<file path="src/rtl/comparator_pkg.sv">
// Shared types for the serial magnitude comparator: FSM state encoding and
// the one-hot-or-empty eq/lt/gt result triple.
package comparator_pkg;

    typedef enum logic {
        IDLE = 1'b0,
        RUN  = 1'b1
    } state_t;

    typedef struct packed {
        logic eq;
        logic lt;
        logic gt;
    } cmp_result_t;

    localparam cmp_result_t CMP_EQ   = 3'b100;
    localparam cmp_result_t CMP_LT   = 3'b010;
    localparam cmp_result_t CMP_GT   = 3'b001;
    localparam cmp_result_t CMP_NONE = 3'b000;

endpackage

</file>
<file path="src/rtl/comparator_chunk.sv">
// Purely combinational CHUNK-bit unsigned magnitude compare producing an
// eq/lt/gt triple. Exactly one bit of the result is set.
module comparator_chunk
    import comparator_pkg::*;
#(
    parameter int CHUNK = 2
) (
    input  logic [CHUNK-1:0] i_a,
    input  logic [CHUNK-1:0] i_b,
    output cmp_result_t      o_res
);

    // Classify the two slices as equal, less or greater.
    always_comb begin
        o_res = CMP_NONE;
        if (i_a == i_b) begin
            o_res = CMP_EQ;
        end else if (i_a < i_b) begin
            o_res = CMP_LT;
        end else begin
            o_res = CMP_GT;
        end
    end

endmodule

</file>
<file path="src/rtl/comparator_serial.sv">
// Multi-cycle magnitude comparator. Operands are latched on the accepting
// edge and compared CHUNK bits per cycle from the MSB end; the compare stops
// on the first differing chunk.
//
// Handshake: start is sampled only while busy=0. On the accepting edge busy
// rises; on the completing edge done pulses for one cycle, busy falls and
// eq/lt/gt load the new result, which then holds until the next done. Since
// done implies IDLE, a start held during the done cycle is accepted on the
// following edge.
//
// Signed mode inverts the MSB of both operands at latch time: this maps
// two's-complement order onto unsigned order, so the stepping logic is
// identical for both modes.
module comparator_serial
    import comparator_pkg::*;
#(
    parameter int WIDTH = 8,
    parameter int CHUNK = 2
) (
    input  logic             clk,
    input  logic             rst,
    input  logic             start,
    input  logic [WIDTH-1:0] a,
    input  logic [WIDTH-1:0] b,
    input  logic             signed_mode,
    output logic             busy,
    output logic             done,
    output logic             eq,
    output logic             lt,
    output logic             gt,
    output state_t           dbg_state
);

    localparam int NCHUNK = WIDTH / CHUNK;
    localparam int CW     = $clog2(NCHUNK) + 1;
    localparam logic [WIDTH-1:0] MSB_BIT = WIDTH'(1) << (WIDTH - 1);

    // Reject parameterisations the stepping logic cannot handle.
    if ((CHUNK < 1) || (CHUNK > WIDTH) || ((WIDTH % CHUNK) != 0)) begin : g_bad_params
        $fatal(1, "comparator_serial: WIDTH must be a multiple of CHUNK and 1 <= CHUNK <= WIDTH");
    end

    state_t            r_state;
    logic [WIDTH-1:0]  r_a;
    logic [WIDTH-1:0]  r_b;
    logic [CW-1:0]     r_step;
    logic              r_busy;
    logic              r_done;
    cmp_result_t       r_res;
    cmp_result_t       w_chunk_res;
    logic [WIDTH-1:0]  w_flip;

    assign w_flip = signed_mode ? MSB_BIT : '0;

    comparator_chunk #(
        .CHUNK (CHUNK)
    ) u_chunk (
        .i_a   (r_a[WIDTH-1 -: CHUNK]),
        .i_b   (r_b[WIDTH-1 -: CHUNK]),
        .o_res (w_chunk_res)
    );

    // FSM: latch operands on accept, then step one chunk per cycle until a
    // difference is found or the last chunk has been compared.
    always_ff @(posedge clk) begin
        if (rst) begin
            r_state <= IDLE;
            r_a     <= '0;
            r_b     <= '0;
            r_step  <= '0;
            r_busy  <= 1'b0;
            r_done  <= 1'b0;
            r_res   <= CMP_NONE;
        end else begin
            r_done <= 1'b0;
            case (r_state)
                IDLE: begin
                    if (start) begin
                        r_a     <= a ^ w_flip;
                        r_b     <= b ^ w_flip;
                        r_step  <= CW'(1);
                        r_busy  <= 1'b1;
                        r_state <= RUN;
                    end
                end
                RUN: begin
                    if (!w_chunk_res.eq) begin
                        r_res   <= w_chunk_res;
                        r_done  <= 1'b1;
                        r_busy  <= 1'b0;
                        r_state <= IDLE;
                    end else if (r_step == CW'(NCHUNK)) begin
                        r_res   <= CMP_EQ;
                        r_done  <= 1'b1;
                        r_busy  <= 1'b0;
                        r_state <= IDLE;
                    end else begin
                        r_a    <= r_a << CHUNK;
                        r_b    <= r_b << CHUNK;
                        r_step <= r_step + CW'(1);
                    end
                end
                default: begin
                    r_state <= IDLE;
                    r_busy  <= 1'b0;
                end
            endcase
        end
    end

    assign busy      = r_busy;
    assign done      = r_done;
    assign eq        = r_res.eq;
    assign lt        = r_res.lt;
    assign gt        = r_res.gt;
    assign dbg_state = r_state;

endmodule

</file>
<file path="config.mk">
export PLATFORM = sky130hd
export DESIGN_NAME = comparator_serial
export DESIGN_NICKNAME = d
export VERILOG_FILES = /design/src/rtl/comparator_pkg.sv /design/src/rtl/comparator_chunk.sv /design/src/rtl/comparator_serial.sv
export SDC_FILE = /design/constraint.sdc
export NUM_CORES = 1
export LEC_CHECK = 0
export ABC_AREA = 1
export CAP_MARGIN = 20
export CELL_PAD_IN_SITES_DETAIL_PLACEMENT = 0
export CELL_PAD_IN_SITES_GLOBAL_PLACEMENT = 1
export CORE_ASPECT_RATIO = 0.7
export CORE_MARGIN = 5
export CORE_UTILIZATION = 40
export CTS_BUF_LIST = sky130_fd_sc_hd__clkbuf_16
export CTS_CLUSTER_DIAMETER = 150
export CTS_CLUSTER_SIZE = 14
export DETAILED_ROUTE_END_ITERATION = 10
export DONT_BUFFER_PORTS = 1
export PLACE_DENSITY_LB_ADDON = 0.15
export SYNTH_ARGS = -nofsm -noshare
export SYNTH_HDL_FRONTEND = slang
export SYNTH_SLANG_ARGS = --single-unit
</file>
<file path="constraint.sdc">
create_clock -name clk -period 1.8 [get_ports clk]
set_clock_uncertainty 0.2 [all_clocks]
set_input_delay 0.18 -clock clk [delete_from_list [all_inputs] [get_ports clk]]
set_output_delay 0.18 -clock clk [all_outputs]
set_load 0.01 [all_outputs]
</file>
# After elaboration in Yosys (flattened, before gate mapping)
# Index checks and enable logic that the tools add are counted.
dict set report op_classes {
  bitwise_logic 3
  n_mux 27
  magnitude_cmp 1
  addsub 1
  eq_ne 7
  n_reduce_logical 4
}
# operator n
set op_table {}
lappend op_table {{$mux W8} 7}
lappend op_table {{$pmux W8 S2} 2}
lappend op_table {{$mux W3} 6}
lappend op_table {{$xor A8 B8 Y8} 2}
lappend op_table {{$mux W1} 8}
lappend op_table {{$pmux W3 S2} 1}
lappend op_table {{$ne A2 B1 Y1 const B} 2}
lappend op_table {{$ne A2 B2 Y1 const B} 2}
lappend op_table {{$pmux W1 S2} 2}
lappend op_table {{$reduce_and A2 Y1} 2}
lappend op_table {{$add A3 B1 Y3 const B} 1}
lappend op_table {{$eq A3 B3 Y1 const B} 1}
lappend op_table {{$ne A3 B2 Y1 const B} 1}
lappend op_table {{$reduce_and A3 Y1} 1}
lappend op_table {{$eq A2 B2 Y1} 1}
lappend op_table {{$lt A2 B2 Y1} 1}
lappend op_table {{$mux W2} 1}
lappend op_table {{$reduce_or A2 Y1} 1}
lappend op_table {{$not A1 Y1} 1}
dict set report totals {
  in_bits 20
  ff_bits 25
  elab_cells 52
}

# Longest topological paths before layout
dict set report logic_depth {
  word_depth 5
  ltp_mapped 9
  depth_no_buf 9
}

# Hierarchy
# Synthesis repeated with hierarchy kept, for this count alone.
dict set report hier_totals {
  hier_cells 191
  area_unflattened_um2 1313.8
}
# mod instances area_each_um2 cells_each
set modules_own_cells {}
lappend modules_own_cells {comparator_serial 1 1241.2 179}
lappend modules_own_cells {comparator_chunk 1 72.6 12}

# Least setup slack after synthesis
# No wires, ideal clock.
dict set report synth_timing {
  kind {reg2reg}
  start {register r_b[7]}
  end {register r_a[5]}
  arrival_ns 1.183
  setup_ns 0.113
  slack_ns 0.304
  path_buffers 1
  stages_incl_launch_ff 9
  period_less_slack_ns 1.496
  cell_sequence {dfxtp_1 inv_1 ha_1 nand2_1 nand2_1 nand3_4 buf_4 nor2_1 nor2_1}
}
dict set report synth_between {
  elab_chain_cells 4
}
# element line_no
set synth_rtl {}
lappend synth_rtl {{start, declared} comparator_serial.sv:45} ;# logic [WIDTH-1:0] r_b;
lappend synth_rtl {{start signal, assigned} comparator_serial.sv:80} ;# r_b <= b ^ w_flip;
lappend synth_rtl {{start signal, assigned} comparator_serial.sv:99} ;# r_b <= r_b << CHUNK;
lappend synth_rtl {{$eq A2 B2 Y1} comparator_chunk.sv:16} ;# if (i_a == i_b) begin
lappend synth_rtl {{$mux W3} comparator_chunk.sv:16}
lappend synth_rtl {{$ne A2 B1 Y1 (no source line)} n/a}
lappend synth_rtl {{$reduce_and A3 Y1 (no source line)} n/a}
lappend synth_rtl {{end signal, assigned} comparator_serial.sv:79} ;# r_a <= a ^ w_flip;
lappend synth_rtl {{end signal, assigned} comparator_serial.sv:98} ;# r_a <= r_a << CHUNK;
lappend synth_rtl {{end, declared} comparator_serial.sv:44} ;# logic [WIDTH-1:0] r_a;
# Every way passes these cells.
# A chain may end at the register's enable or synchronous reset.

# Worst setup path after layout
dict set report layout_timing {
  start {register r_b[7]}
  end {register r_b[6]}
}
dict set report layout_between {
  elab_chain_cells 4
}
# element line_no
set layout_rtl {}
lappend layout_rtl {{$eq A2 B2 Y1} comparator_chunk.sv:16}
lappend layout_rtl {{$mux W3} comparator_chunk.sv:16}
lappend layout_rtl {{$ne A2 B1 Y1 (no source line)} n/a}
lappend layout_rtl {{$reduce_and A3 Y1 (no source line)} n/a}
# Every way passes these cells.

==> metrics <==
most common cell in the synthesized netlist=nand2_1; static leakage=0.737 nW; clock sink total=25; endpoint of the worst-slack reg-to-reg timing path=r_b[6]$_SDFFE_PP0P_; maximum number of pins on one net before global-route repair=33; critical setup path kind=reg -> reg; clock tree from TritonCTS=built; mean area per synthesized cell=approximately 6.7 µm²; number of nets produced by synthesis=213; IO Count=26; count of maximum capacitance violations=0; drt pass-1 iters=4; Seq cells post-synth=25; fraction of layout instances using a drive strength above 1=about 10%; Unique masters post-synth=20; sum of net half-perimeters after detailed placement=1880 µm; library cell occupying the most area in the post-synthesis netlist=dfxtp_1; Detail Route Antenna Nets=0; Commonest cells post-synth=72 x nand2_1, 34 x nor2_1, 25 x dfxtp_1; minimum clock period=1.68 ns; Reg clk slew, reported paths=0.06 ns; GRT Resource Usage Total=12.9%; CP Cell Sequence=inv_1 -> ha_1 -> nand2_1 -> nand2_2 -> nand3_4 -> nor2_1 -> nor2_1; Worst Max-Slew Pin Slew=0.526 ns; number of global-route vias before repair=1003; synthesis warning total=0; number of antenna violations at the first check in global routing=0; CP peak stage delay=around 0.30 ns; most instantiated flip-flop cell in the synthesis netlist=dfxtp_1; Critical Path Start Type=flip-flop; fraction of registers with async set or reset after synthesis=0%; clock tree buffer depth=2; Post-Syn Area=1270 µm²; H-Tree Level Count=1; Worst Hold End=r_a[5]$_SDFFE_PP0P_; number of buffers inserted during clock tree synthesis=3; biggest area contributors in the synthesized netlist=dfxtp_1 39%, nand2_1 21%, nor2_1 10%, inv_1 5.6%, o21ai_2 4.1%; fillers=between 300 and 400; global placement routability congestion=0.746; Power per Cell Area=1060 nW/µm²; largest vdd supply drop=779 µV; sum of routed wire length over all layers=2810 µm; wire length of the first global-routing pass=4600 µm; number of failing setup endpoints in the final timing report=0; WHS Path Cells=4; die boundary width=77.3 µm; clock latency at the later pin of the worst-skew pair=0.26 ns; library cell appearing most often on the critical path=nor2_1; Cells after Synth=189; die area=4420 µm²; Critical Path RT=approximately 1.8 ns; final routed DRC violation total=0; final count of hold timing violations=0; post-layout total power=1.62 mW; classification of the worst-slack hold path=in -> reg; setup slack of the most critical reg-to-reg path=0.12 ns; Cell Count, Final, Fillers Out=242; fin nets=229; area grow syn2layout=20.7%; sequential-to-total area share from yosys stat=39.4%; data arrival at the endpoint of the critical path=1.63 ns; total via count after detailed routing=~1100; DR vias/cell=approximately 4.7; final critical-path share of the clock period=between 90% and 100%; Initial Utilization=40.9%; Final Max Slew Viols=0; die height=between 50 and 60 µm; count of input and output buffers=0; Placed Instances=222; Core Util, Final=approximately 49%; Std-Cell Rows=17; peak fanout along the critical path=16; path depth of the worst reg2reg path=7; root buffer cell=clkbuf_16; number of DRC violations after detailed-routing iteration 0=91; Congestion Overflow GR=0; unrepaired setup endpoints after global routing=yes; worst-case headroom to the max-slew limit=64.7%; source of the worst register-to-register timing path=r_b[7]$_SDFFE_PP0P_; upper clock frequency limit=596 MHz; placeable core region=3110 µm²; detail-routed net length per standard cell=11.6 µm; Post-synth EDFFs=0; CP Capture Type=flip-flop; antenna cells=0; startpoint of the worst hold path=a[5]; outcome=finished, final reports clean; Total Neg Setup Slack=0 ns; top-area cell type share of the netlist area=roughly 39%; highest-delay cell along the critical path=dfxtp_1
==> area by class of cell <==
class	count	area, µm²	share of cell area (%)
Tap cell	38	47.5	3.10
Timing Repair Buffer	17	163	10.6
Clock buffer	3	75.1	4.90
Multi-Input combinational cell	137	663	43.3
Clock inverter	1	5.00	0.327
Inverter	21	78.8	5.14
Sequential cell	25	500	32.7
==> kinds of logic after synthesis <==
kind of cell               synth area share [%]
and+or+nand+nor                            36.1
buffers and inverters                      11.5
adders and majority gates                  3.94
AOI/OAI and AO/OA                          9.06
DFF                                        39.4
==> layer usage <==
layer  up-vias  routed length (µm)  global-route usage [%]
met1       502                1370                    16.5
met3         2                 136                    5.05
li1        606                   -                       -
met2        18                1280                    21.5
met4         0                  14                    1.47
met5         -                   0                       0
==> cell usage in the layout (no fill, tap or decap) <==
master	count
nand2_1	71
dfxtp_1	25
a21oi_1	6
o21ai_2	6
nor2_2	1
o21ai_0	3
clkinv_1	1
nand2_2	2
buf_4	3
nand3_1	4
inv_1	19
nor2_1	33
clkinv_2	1
o21bai_1	1
nand3_2	1
inv_2	1
ha_1	4
clkbuf_16	3
dlygate4sd3_1	14
o211a_1	1
nand4_1	1
nand3_4	3
==> worst max path at each step <==
stage	slack [ns]	cells past startpoint	from	end
global route	-0.03	8	r_b[7]$_SDFFE_PP0P_	r_a[3]$_SDFFE_PP0P_
floorplan	0.30	8	r_b[7]$_SDFFE_PP0P_	r_a[5]$_SDFFE_PP0P_
CTS	-0.02	8	r_b[7]$_SDFFE_PP0P_	r_step[0]$_SDFFE_PP0P_
global placement	0.09	7	r_b[7]$_SDFFE_PP0P_	r_b[5]$_SDFFE_PP0P_
finish	0.12	7	r_b[7]$_SDFFE_PP0P_	r_b[6]$_SDFFE_PP0P_
detailed placement	0.007	8	r_b[7]$_SDFFE_PP0P_	r_step[0]$_SDFFE_PP0P_
==> sequential cells by signal, summed over array words and instances (netlist names) <==
signal     cells
r_step         3
busy           1
r_a            8
done           1
eq             1
lt             1
dbg_state      1
gt             1
r_b            8
==> timing repair <==
action	CTS	global route
gates cloned	0	2
buffers inserted	0	0
hold buffers	14	0
endpoints found under the hold margin	18	0
setup endpoints to repair	2	20
pin swaps	0	1
resized for setup	0	4
==> where the power goes <==
group          switching [mW]  total (mW)  internal, mW
Clock                   0.190       0.489         0.299
Sequential             0.0504       0.683         0.632
Combinational           0.281       0.446         0.165
Total                   0.522        1.62          1.10
==> worst max-delay path, delay by kind of cell, from the launching register on <==
| kind | cells | cell delay [ns] |
|---|---|---|
| buf+inv | 1 | 0.05 |
| simple gates | 5 | 0.71 |
| flops | 1 | 0.30 |
| fa+ha+maj | 1 | 0.30 |
==> through the flow <==
| step | setup slack [ns] | instance area [µm²] | hold slack [ns] |
|---|---|---|---|
| 2_1_floorplan | 0.304 | 1270 | 0.128 |
| 3_3_place_gp | 0.0910 | 1270 | 0.0505 |
| 3_5_place_dp | 0.00740 | 1270 | 0.0524 |
| 4_1_cts | -0.0208 | 1490 | 0.0131 |
| 5_1_grt | -0.0276 | 1530 | 0.0144 |
| 6_report | 0.121 | 1530 | 0.00611 |
(Power assumes the default switching activity.)
